**config.mk**
```make
export PLATFORM = sky130hd
export DESIGN_NAME = hash_table_probe
export DESIGN_NICKNAME = d
export VERILOG_FILES = /design/src/rtl/hash_table_probe.sv
export SDC_FILE = /design/constraint.sdc
export NUM_CORES = 1
export LEC_CHECK = 0
export BUFFER_PORTS_ARGS = -buffer_cell sky130_fd_sc_hd__buf_2
export CAP_MARGIN = 5
export CORE_ASPECT_RATIO = 1.4
export CORE_MARGIN = 8
export CORE_UTILIZATION = 45
export DETAILED_ROUTE_END_ITERATION = 10
export GPL_TIMING_DRIVEN = 0
export SKIP_CTS_REPAIR_TIMING = 1
export SYNTH_ARGS = -nofsm -noshare
export SYNTH_HDL_FRONTEND = slang
export SYNTH_SLANG_ARGS = --single-unit
```
**constraint.sdc**
```tcl
create_clock -name clk -period 8.1 [get_ports clk]
set_input_delay 2.025 -clock clk [delete_from_list [all_inputs] [get_ports clk]]
set_output_delay 2.025 -clock clk [all_outputs]
set_load 0.02 [all_outputs]
```
**src/rtl/hash_table_probe.sv**
```systemverilog
// Open-addressing key/value table with linear probing, tombstone deletion,
// bounded probe depth, table-wide clear and a live occupancy count.
module hash_table_probe #(
    parameter int    KEY_WIDTH      = 32,
    parameter int    VALUE_WIDTH    = 32,
    parameter int    TOTAL_INDEX    = 16,
    parameter int    MAX_PROBE      = 4,
    parameter string HASH_ALGORITHM = "MODULUS"
) (
    input  logic                               clk,
    input  logic                               rst,
    input  logic [KEY_WIDTH-1:0]               key_in,
    input  logic [VALUE_WIDTH-1:0]             value_in,
    input  logic [1:0]                         op_sel,
    input  logic                               op_en,
    output logic [VALUE_WIDTH-1:0]             value_out,
    output logic                               op_done,
    output logic                               op_error,
    output logic [$clog2(MAX_PROBE+1)-1:0]     probe_count,
    output logic [$clog2(TOTAL_INDEX+1)-1:0]   occupancy
);
    localparam int IW  = $clog2(TOTAL_INDEX);
    localparam int PW  = $clog2(MAX_PROBE+1);
    localparam int OW  = $clog2(TOTAL_INDEX+1);
    localparam int NCH = (KEY_WIDTH + IW - 1) / IW;

    localparam logic [1:0] OP_INS = 2'b00;
    localparam logic [1:0] OP_DEL = 2'b01;
    localparam logic [1:0] OP_SRC = 2'b10;
    localparam logic [1:0] OP_CLR = 2'b11;

    typedef enum logic [1:0] {S_IDLE, S_HASH, S_PROBE, S_DONE} state_t;

    state_t                 state_q, state_d;
    logic [KEY_WIDTH-1:0]   key_q, key_d;
    logic [VALUE_WIDTH-1:0] val_q, val_d;
    logic [1:0]             op_q, op_d;
    logic [IW-1:0]          h_q, h_d;
    logic [PW-1:0]          i_q, i_d;
    logic                   free_found_q, free_found_d;
    logic [IW-1:0]          free_idx_q, free_idx_d;
    logic [TOTAL_INDEX-1:0] valid_q, valid_d;
    logic [TOTAL_INDEX-1:0] tomb_q, tomb_d;
    logic [VALUE_WIDTH-1:0] vout_q, vout_d;
    logic                   err_q, err_d;
    logic [PW-1:0]          pc_q, pc_d;
    logic [OW-1:0]          occ_q, occ_d;

    logic [KEY_WIDTH-1:0]   key_mem_q [TOTAL_INDEX];
    logic [VALUE_WIDTH-1:0] val_mem_q [TOTAL_INDEX];
    logic                   key_we, val_we;
    logic [IW-1:0]          wr_idx;

    logic [IW-1:0] h_calc;
    logic [IW-1:0] slot_idx, cand_idx;
    logic          slot_valid, slot_tomb, hit, empty, last, cand_found;

    generate
        if (HASH_ALGORITHM == "XOR_FOLD") begin : g_xor
            logic [NCH*IW-1:0] key_pad;
            always_comb begin
                key_pad = (NCH*IW)'(key_q);
                h_calc  = '0;
                for (int c = 0; c < NCH; c++) begin
                    h_calc = h_calc ^ key_pad[c*IW +: IW];
                end
            end
        end else begin : g_mod
            assign h_calc = key_q[IW-1:0];
        end
    endgenerate

    assign slot_idx   = h_q + IW'(i_q);
    assign slot_valid = valid_q[slot_idx];
    assign slot_tomb  = tomb_q[slot_idx];
    assign hit        = slot_valid && (key_mem_q[slot_idx] == key_q);
    assign empty      = !slot_valid && !slot_tomb;
    assign last       = (i_q == PW'(MAX_PROBE-1));
    // The first TOMB/EMPTY slot seen wins, including the one under the probe now.
    assign cand_found = free_found_q || !slot_valid;
    assign cand_idx   = free_found_q ? free_idx_q : slot_idx;

    always_comb begin
        state_d      = state_q;
        key_d        = key_q;
        val_d        = val_q;
        op_d         = op_q;
        h_d          = h_q;
        i_d          = i_q;
        free_found_d = free_found_q;
        free_idx_d   = free_idx_q;
        valid_d      = valid_q;
        tomb_d       = tomb_q;
        vout_d       = vout_q;
        err_d        = err_q;
        pc_d         = pc_q;
        occ_d        = occ_q;
        key_we       = 1'b0;
        val_we       = 1'b0;
        wr_idx       = slot_idx;
        unique case (state_q)
            S_IDLE: begin
                if (op_en) begin
                    key_d        = key_in;
                    val_d        = value_in;
                    op_d         = op_sel;
                    i_d          = '0;
                    free_found_d = 1'b0;
                    if (op_sel == OP_CLR) begin
                        valid_d = '0;
                        tomb_d  = '0;
                        occ_d   = '0;
                        err_d   = 1'b0;
                        pc_d    = '0;
                        state_d = S_DONE;
                    end else begin
                        state_d = S_HASH;
                    end
                end
            end
            S_HASH: begin
                h_d     = h_calc;
                state_d = S_PROBE;
            end
            S_PROBE: begin
                if (hit || empty || last) begin
                    state_d = S_DONE;
                    pc_d    = i_q + PW'(1);
                    err_d   = 1'b0;
                    case (op_q)
                        OP_INS: begin
                            if (hit) begin
                                val_we = 1'b1;
                            end else if (cand_found) begin
                                wr_idx            = cand_idx;
                                key_we            = 1'b1;
                                val_we            = 1'b1;
                                valid_d[cand_idx] = 1'b1;
                                tomb_d[cand_idx]  = 1'b0;
                                occ_d             = occ_q + OW'(1);
                            end else begin
                                err_d = 1'b1;
                            end
                        end
                        OP_DEL: begin
                            if (hit) begin
                                valid_d[slot_idx] = 1'b0;
                                tomb_d[slot_idx]  = 1'b1;
                                occ_d             = occ_q - OW'(1);
                            end else begin
                                err_d = 1'b1;
                            end
                        end
                        OP_SRC: begin
                            if (hit) vout_d = val_mem_q[slot_idx];
                            else     err_d  = 1'b1;
                        end
                        default: ;
                    endcase
                end else begin
                    i_d = i_q + PW'(1);
                    if (!free_found_q && !slot_valid) begin
                        free_found_d = 1'b1;
                        free_idx_d   = slot_idx;
                    end
                end
            end
            S_DONE: state_d = S_IDLE;
            default: state_d = S_IDLE;
        endcase
    end

    always_ff @(posedge clk or negedge rst) begin
        if (!rst) begin
            state_q      <= S_IDLE;
            key_q        <= '0;
            val_q        <= '0;
            op_q         <= '0;
            h_q          <= '0;
            i_q          <= '0;
            free_found_q <= 1'b0;
            free_idx_q   <= '0;
            valid_q      <= '0;
            tomb_q       <= '0;
            vout_q       <= '0;
            err_q        <= 1'b0;
            pc_q         <= '0;
            occ_q        <= '0;
        end else begin
            state_q      <= state_d;
            key_q        <= key_d;
            val_q        <= val_d;
            op_q         <= op_d;
            h_q          <= h_d;
            i_q          <= i_d;
            free_found_q <= free_found_d;
            free_idx_q   <= free_idx_d;
            valid_q      <= valid_d;
            tomb_q       <= tomb_d;
            vout_q       <= vout_d;
            err_q        <= err_d;
            pc_q         <= pc_d;
            occ_q        <= occ_d;
        end
    end

    // Payload storage is deliberately unreset; slot state bits gate every read.
    always_ff @(posedge clk) begin
        if (key_we) key_mem_q[wr_idx] <= key_q;
        if (val_we) val_mem_q[wr_idx] <= val_q;
    end

    assign value_out   = vout_q;
    assign op_done     = (state_q == S_DONE);
    assign op_error    = err_q;
    assign probe_count = pc_q;
    assign occupancy   = occ_q;
endmodule

```
Word-level counts from Yosys, hierarchy flattened
Memory sizes are Yosys's and may differ from the RTL's. A register that Yosys moved wholly into a read port is not among the register bits.
Index checks and enable logic that the tools add are counted.
Widths: inputs -> output; s select.
Cells by class
  add/sub/neg operators: 4
  $lt $le $gt $ge: 4
  equal/unequal tests: 17
  multiplexer cells: 72
  bitwise gates (word level): 7
  reductions and logical operators: 24
Operators with widths (count)
  $mux 16: 10
  $pmux 16 s2: 4
  $and 16x16->16: 2
  $eq 32x32->1: 1
  $not 16->16: 2
  $or 16x16->16: 2
  $mux 5: 6
  $mux 1: 26
  $mux 4: 6
  $pmux 5 s2: 2
  $mux 3: 5
  $pmux 3 s2: 2
  $reduce_and 4->1: 3
  $lt 4x5->1 const B: 2
  $ne 2x2->1 const B: 5
  $ne 3x3->1 const B: 3
  $bmux 1 s4: 2
  $demux 1 s4: 2
  $eq 2x2->1 const B: 4
  $ge 4x1->1 const B: 2
  $pmux 2 s4: 1
  $reduce_and 8->1: 1
  $mux 2: 3
  $pmux 1 s2: 3
  other kinds (16): 29
Word-level totals
  register bits after elaboration: 121
  RAM bits: 1024
  input bits: 69
  output and inout bits: 42
  logic and storage cells: 143
  memories: 2
Memories
  key_mem_q: words 16, bits a word 32, rd ports 1, clocked after Yosys merged registers in 0, wr ports 1, line 49  | logic [KEY_WIDTH-1:0] key_mem_q [TOTAL_INDEX];
  val_mem_q: words 16, bits a word 32, rd ports 1, clocked after Yosys merged registers in 1, wr ports 1, line 50  | logic [VALUE_WIDTH-1:0] val_mem_q [TOTAL_INDEX];

Depth between registers and ports, before layout
Gate-level depths: netlist of the first run.
  depth after elaboration: 13
  depth in mapped cells: 18
  gate-level depth less buffers: 12

Least setup slack after synthesis of the first run
Ideal clock, no wire load.
  path kind: reg-to-reg
  from: register i_q[0]
  to: memory key_mem_q[11][0] (enable)
  setup time: 0.461 ns
  data arrival time: 6.264 ns
  required time: 7.639 ns
  path slack: 1.375 ns
  stages on the path, launching flop included: 17
  buffers on the path: 5
  period minus slack after synthesis: 6.725 ns
  cell sequence: dfrtp_1 -> ha_1 -> fa_1 -> buf_2 -> buf_4 -> buf_2 -> clkbuf_1 -> mux4_2 -> mux2i_1 -> xnor2_1 -> o31ai_1 -> o211ai_1 -> nor3_1 -> a211oi_2 -> o21ai_2 -> clkbuf_1 -> nor3_1
Between the ends
  longest elaborated chain between the ends: 12
  elaborated cells between the ends (all ways): 28
  classes of those cells: add/sub: 1; eq/ne: 2; mux: 17; reduce/logical: 7; memory: 1
RTL lines
  from (decl): line 39  | logic [PW-1:0] i_q, i_d;
  from (signal assigned): line 195  | i_q <= i_d;
  $add 4x3->4 (*): line 73  | assign slot_idx = h_q + IW'(i_q);
  named net slot_idx[1]: line 55  | logic [IW-1:0] slot_idx, cand_idx;
  parallel branches: the longest is 11 deep, another holds $mem_v2 16x32
  to (decl): line 49
Mark *: on every way through the listed nets, which the timed path passes. The select of a mux whose other input is x is not followed.

Worst setup path after layout of the first run
  from: register h_q[2]
  to: memory val_mem_q[10][10] (enable)
Between the ends
  longest elaborated chain between the ends: 12
  elaborated cells between the ends (all ways): 27
  classes of those cells: add/sub: 1; eq/ne: 1; mux: 17; reduce/logical: 7; memory: 1
RTL lines
  from (decl): line 38  | logic [IW-1:0] h_q, h_d;
  from (signal assigned): line 179  | h_q <= '0;
  from (signal assigned): line 194  | h_q <= h_d;
  $add 4x3->4 (*): line 73
  parallel branches: the longest is 11 deep, another holds $mem_v2 16x32
  to (decl): line 50
Mark *: on every way between the ends. The select of a mux whose other input is x is not followed.

==> results of run 1 <==
-- worst register-to-register path, stage by stage (launching register included) --
cell,delay [ns]
dfrtp_1,0.40
ha_1,0.41
a21oi_1,0.23
a21oi_1,0.12
nor2_1,0.64
clkbuf_1,0.87
clkbuf_1,0.73
nand2_1,0.46
nor2_1,0.91
clkbuf_1,0.82
clkbuf_1,0.96
mux2i_1,0.30
nor2_4,0.56
buf_12,0.29
-- per-layer routing --
layer  global-route usage (%)  share of wire (%)
met5                        0                  0
met4                    11.88                5.4
met3                    4.019                7.2
met2                    42.67                 51
met1                    29.03                 36
-- how the worst max path moves through the flow --
stage	slack [ns]	depth (start not counted)	endpoint
finish	0.04	13	val_mem_q[10][10]$_DFFE_PP_
global route	-0.02	18	key_mem_q[11][28]$_DFFE_PP_
CTS	-0.67	18	val_mem_q[9][10]$_DFFE_PP_
detailed placement	-0.64	18	val_mem_q[9][1]$_DFFE_PP_
global placement	-4.27	16	key_mem_q[9][22]$_DFFE_PP_
floorplan	1.38	16	key_mem_q[11][0]$_DFFE_PP_
-- where the power goes --
group | switching, mW | internal [mW] | leakage (nW)
combinational | 4.99 | 2.90 | 5.06
sequential | 0.936 | 7.74 | 11.2
clock | 2.27 | 3.20 | 1.89
-- Yosys cell counts (16+ instances only) --
master | n | share of area, %
edfxtp_1 | 1024 | 67
dfrtp_1 | 153 | 8.3
a22oi_1 | 134 | 2.2
mux4_2 | 108 | 5.3
mux2_2 | 104 | 2.5
clkbuf_1 | 91 | 0.74
mux2i_1 | 88 | 1.9
nand2_1 | 74 | 0.60
a221oi_1 | 66 | 1.3
nor2_1 | 65 | 0.53
a22o_1 | 64 | 1.2
nor3_1 | 43 | 0.47
nand4_1 | 40 | 0.54
and3_1 | 37 | 0.50
nand3_1 | 37 | 0.40
xor2_1 | 31 | 0.59
inv_1 | 29 | 0.24
a21oi_1 | 28 | 0.30
o21ai_0 | 27 | 0.29
buf_2 | 25 | 0.27
xnor2_1 | 19 | 0.36
a311o_1 | 18 | 0.39
a211oi_1 | 16 | 0.26
ha_1 | 16 | 0.43
-- cell type report --
cell class                 count  area share, %
antenna                        1       0.004641
buffer                       149          1.367
clock buffer                 156          5.908
clock inverter                60          1.299
inverter                      29         0.2019
multi-input combinational   1197          20.36
sequential                  1177          64.13
tap                         1339          3.107
timing repair buffer         210          3.622
-- state kept, by name (all words and copies together), names as in the netlist --
name,cells
valid_q,16
val_q,32
op_error,1
val_mem_q,512
free_idx_q,4
i_q,3
probe_count,3
key_mem_q,512
state_q,2
free_found_q,1
tomb_q,16
h_q,4
key_q,32
op_q,2
occupancy,5
value_out,32
-- through the flow --
step                      worst slack, ns  util [%]  hold WS (ns)  cell area (um2)
after detailed placement          -0.6359     48.88        0.4799            49900
after CTS                         -0.6684     52.69        0.4950            53790
after floorplan                     1.375         -        0.4875            46170
after global placement             -4.267     47.41        0.4709            48400
after global routing             -0.02344     52.81        0.5168            53920
final                             0.04275     52.82        0.4863            53920
-- cells by family after synthesis --
logic type      after synthesis  share of synthesized area [%]
mux                         306                          9.858
simple gates                361                          4.073
fa+ha+maj                    18                         0.5203
flops                      1177                          74.89
xor+xnor                     51                         0.9836
compound gates              461                          7.831
buf+inv                     181                          1.848
==> results.yml, run 1 <==
placement:
  port-buffer-count: 110
  dp_hpwl_mm: 94.63
  dp.cells: 4094
  place_congestion: 0.8692
min_path:
  hold_depth: 1
  whs_endpoint: "value_out[9]$_DFFE_PN0P_"
  hold_path.startpoint: "value_out[9]$_DFFE_PN0P_"
  min_path_type: "flop to flop"
timing:
  min_period_ns: 8.057
  fin_crit_sh_pct: 99.47
  finalClockSkew_ns: 0.03249
  setup_violations: 0
  drv_slew: 0
  fin_setup_tns_ns: 0
  tightest_slew_ns: 1.355
  rsz0062_at_grt: "yes"
  fmax_mhz: 124.1
  slew_headroom_pct: 9.668
  hold_viol_final: 0
layout:
  area_growth_pct: 16.78
  final_common_cell: "edfxtp_1"
  layout.nets: 2964
  drive_above_1_share_pct: 23.47
  ff_latch_area_um2: 34580
  mostFrequentLayoutCells: "edfxtp_1, dfrtp_1, buf_2, a22oi_1, clkbuf_16"
  multiInputGateArea_um2: 10980
  finalNonFillerCells: 4318
  nFillCells: 8061
cts:
  htreeDepth: 3
  clockRootBuffer: "clkbuf_16"
  clockBufferDepth: 3
  insertion_delay_ns: 0.71
  clkTransAtPathRegs_ns: 0.06
  clock_sinks: 1177
  numCtsBuffers: 113
  tritoncts: "built"
run_status:
  outcome: "finished clean"
yosys:
  synthesis.nets: 2642
  synth_area_um2: 46170
  netlist_instances: 2555
  ys_seq_area_share_pct: 74.89
  yosys_warnings: 0
  ys.flop_type: "edfxtp_1"
  synth_edf_count: 1024
  synth.distinct_cells: 75
  async_flop_share_pct: 13.00
  ys_ff_latch: 1177
  syn_avg_cell_area_um2: 18.07
global_routing:
  grt_pass1_vias: 27620
  grt_start_max_net_pins: 98
  antenna_found_initial: 2
  grt-ovfl-total: 0
  grt_pass1_wl_mm: 199.4
  track_usage_pct: 24.38
drt:
  vias: 26870
  drt_wl_total_mm: 140.7
  viasPerCell: 6.223
  drtAntennaViolNets: 0
  drc: 0
  dr.pass1.iters: 6
  wl_per_cell_um: 32.58
  drt_iter0_markers: 3192
setup_path:
  cp.buffers_inverters: 5
  r2r_start: "h_q[2]$_DFFE_PN0N_"
  startpoint_type: "flop"
  cp_common_cell: "clkbuf_1"
  cp_max_fo: 19
  slowest_stage: "clkbuf_1"
  required_ns: 8.49
  r2r-end: "val_mem_q[10][10]$_DFFE_PP_"
  crit_chain: "ha_1 -> a21oi_1 -> a21oi_1 -> nor2_1 -> clkbuf_1 -> clkbuf_1 -> nand2_1 -> nor2_1 -> clkbuf_1 -> clkbuf_1 -> mux2i_1 -> nor2_4 -> buf_12"
  path_class: "flop to flop"
  critPathMaxStageDelay_ns: 0.95
  crit_family: "buffers and inverters"
  arrival_ns: 8.44
  worstRegToRegCells: 13
  startpoint: "h_q[2]$_DFFE_PN0N_"
  reg2reg_slack_ns: 0.04
  crit_path_end_kind: "flop"
floorplanning:
  coreArea_um2: 102100
  start_util_pct: 45.23
  die_y_um: 395.0
  rows: 139
  die_x_um: 286.7
  ios: 111
  fp.dieArea_um2: 113300
power:
  power.density_nw_per_um2: 408.9
  irDropWorstVdd_mv: 0.2565
  power.leakage_nw: 18.11
  p_total_mw: 22.05
flow_run:
  drv_cap: 0
Power figures use the tool's default switching activity.
==> inputs of run 2 (changes only) <==
Settings changed: CORE_UTILIZATION 45 to 50, PLACE_DENSITY set to 0.66.
Clock period 8.1 ns to 8.45 ns, I/O delays scaled along.
==> results.yml, run 2 (synthesis results as in run 1) <==
run_status:
  outcome: "finished clean"
drt:
  wl_per_cell_um: 33.11
  wl_met3_mm: 11.44
  wl_met2_mm: 68.67
  drtAntennaViolNets: 0
  drt_wl_total_mm: 138.0
  wl_met1_mm: 47.74
  dr.pass1.iters: 6
  top_layer_used: "met4"
  drt_iter0_markers: 3353
  drc: 0
  vias: 27070
  viasPerCell: 6.495
floorplanning:
  start_util_pct: 50.19
  rows: 132
  die_y_um: 375.6
  die_x_um: 272.8
  fp.dieArea_um2: 102500
  ios: 111
  coreArea_um2: 91990
timing:
  tightest_slew_ns: 1.384
  min_period_ns: 8.392
  fin_crit_sh_pct: 99.32
  fmax_mhz: 119.2
  fin_ws_ns: 0.05759
  finalClockSkew_ns: 0.02981
  setup_violations: 0
  hold_viol_final: 0
  rsz0062_at_grt: "yes"
  holdWs_ns: 0.4988
  drv_slew: 0
  slew_headroom_pct: 7.406
global_routing:
  grt-ovfl-total: 0
  antenna_found_initial: 2
  grt_pass1_wl_mm: 195.9
  grt_pass1_vias: 27660
  track_usage_pct: 26.51
  grt_start_max_net_pins: 97
cts:
  numCtsBuffers: 109
  htreeDepth: 3
  clkTransAtPathRegs_ns: 0.07
  clock_sinks: 1177
  insertion_delay_ns: 0.71
  clockRootBuffer: "clkbuf_16"
  tritoncts: "built"
  clockBufferDepth: 3
setup_path:
  path_class: "flop to flop"
  crit_path_end_kind: "flop"
  required_ns: 8.83
  cp_max_fo: 21
  startpoint_type: "flop"
  arrival_ns: 8.78
  reg2reg_slack_ns: 0.06
power:
  power.leakage_nw: 17.88
  irDropWorstVdd_mv: 0.2540
  p_total_mw: 20.81
  power.density_nw_per_um2: 390.4
placement:
  placed_area_um2: 49610
  port-buffer-count: 110
  dp_slack_ns: 0.05132
  dp_hpwl_mm: 91.79
  place_congestion: 0.9362
layout:
  area_growth_pct: 15.44
  nFillCells: 6833
  mostFrequentLayoutCells: "edfxtp_1, dfrtp_1, buf_2, a22oi_1, clkbuf_1"
  layout.nets: 2952
  design_area_um2: 53300
  drive_above_1_share_pct: 22.73
  reg_top3: "key_mem_q: 512 flops, val_mem_q: 512 flops"
  final_common_cell: "edfxtp_1"
flow_run:
  drv_cap: 0
min_path:
  min_path_type: "flop to flop"
## run 2: changes by cell type in the layout (fill, tap and decap cells not counted), sizes merged
| cell | previous run | this run |
|---|---|---|
| nor2 | 65 | 66 |
| clkbuf | 245 | 238 |
| bufinv | 14 | 11 |
| inv | 32 | 34 |
| clkinvlp | 3 | 4 |
| buf | 270 | 259 |
## run 2: final timing paths
check                                           from  cells after the start                   endpoint
min reg2reg                value_out[14]$_DFFE_PN0P_                      1  value_out[14]$_DFFE_PN0P_
max reg2reg                       i_q[0]$_DFFE_PN0P_                     17  val_mem_q[8][3]$_DFFE_PP_
max                               i_q[0]$_DFFE_PN0P_                     17  val_mem_q[8][3]$_DFFE_PP_
min in group asynchronous                        rst                      1      val_q[24]$_DFFE_PN0P_
min                        value_out[14]$_DFFE_PN0P_                      1  value_out[14]$_DFFE_PN0P_
max in group asynchronous                        rst                      2       key_q[6]$_DFFE_PN0P_
## run 2: per-stage QoR
step                      std cells  utilization [%]  TNS (ns)
final                          4168            57.94         0
after global routing           4167            57.94    -1.501
after CTS                      4162            57.86         0
after detailed placement       3955            53.93         0
after global placement         3871            52.43  -2463.85
after floorplan                2555                -         0
## run 2: layout make-up
class                           count  area (um2)  area share, %
Tap cell                         1206        1509          2.831
Clock inverter                     60       636.9          1.195
Sequential cell                  1177       34580          64.87
Multi-Input combinational cell   1198       10970          20.58
Antenna cell                        1       2.502       0.004695
Clock buffer                      147        2973          5.577
Timing Repair Buffer              198        1779          3.338
Inverter                           29       108.9         0.2042
Buffer                            152       745.7          1.399
## run 2: layer usage
layer | GRT usage (%) | up-vias
li1 | - | 11080
met4 | 16.61 | 0
met1 | 31.66 | 13890
met3 | 4.101 | 452
met2 | 44.83 | 1649
met5 | 0 | -
## run 2: critical path, stage by stage, from the launching register on
cell	delay [ns]
dfrtp_1	0.46
ha_1	0.26
fa_1	0.51
buf_2	0.21
buf_4	0.30
buf_2	0.45
clkbuf_1	0.84
mux4_2	0.42
mux2i_1	0.18
xnor2_1	0.10
o31ai_1	0.93
o211ai_1	0.49
nor3_1	0.63
and2_1	0.34
o211ai_1	0.29
clkbuf_1	0.62
nor2_4	0.68
buf_12	0.29
## run 2: power breakdown
part | internal, mW | switching, mW | leakage (nW)
Clock | 2.82 | 2.16 | 1.76
Combinational | 2.76 | 4.75 | 4.96
Sequential | 7.42 | 0.898 | 11.2
Total | 13.0 | 7.81 | 17.9
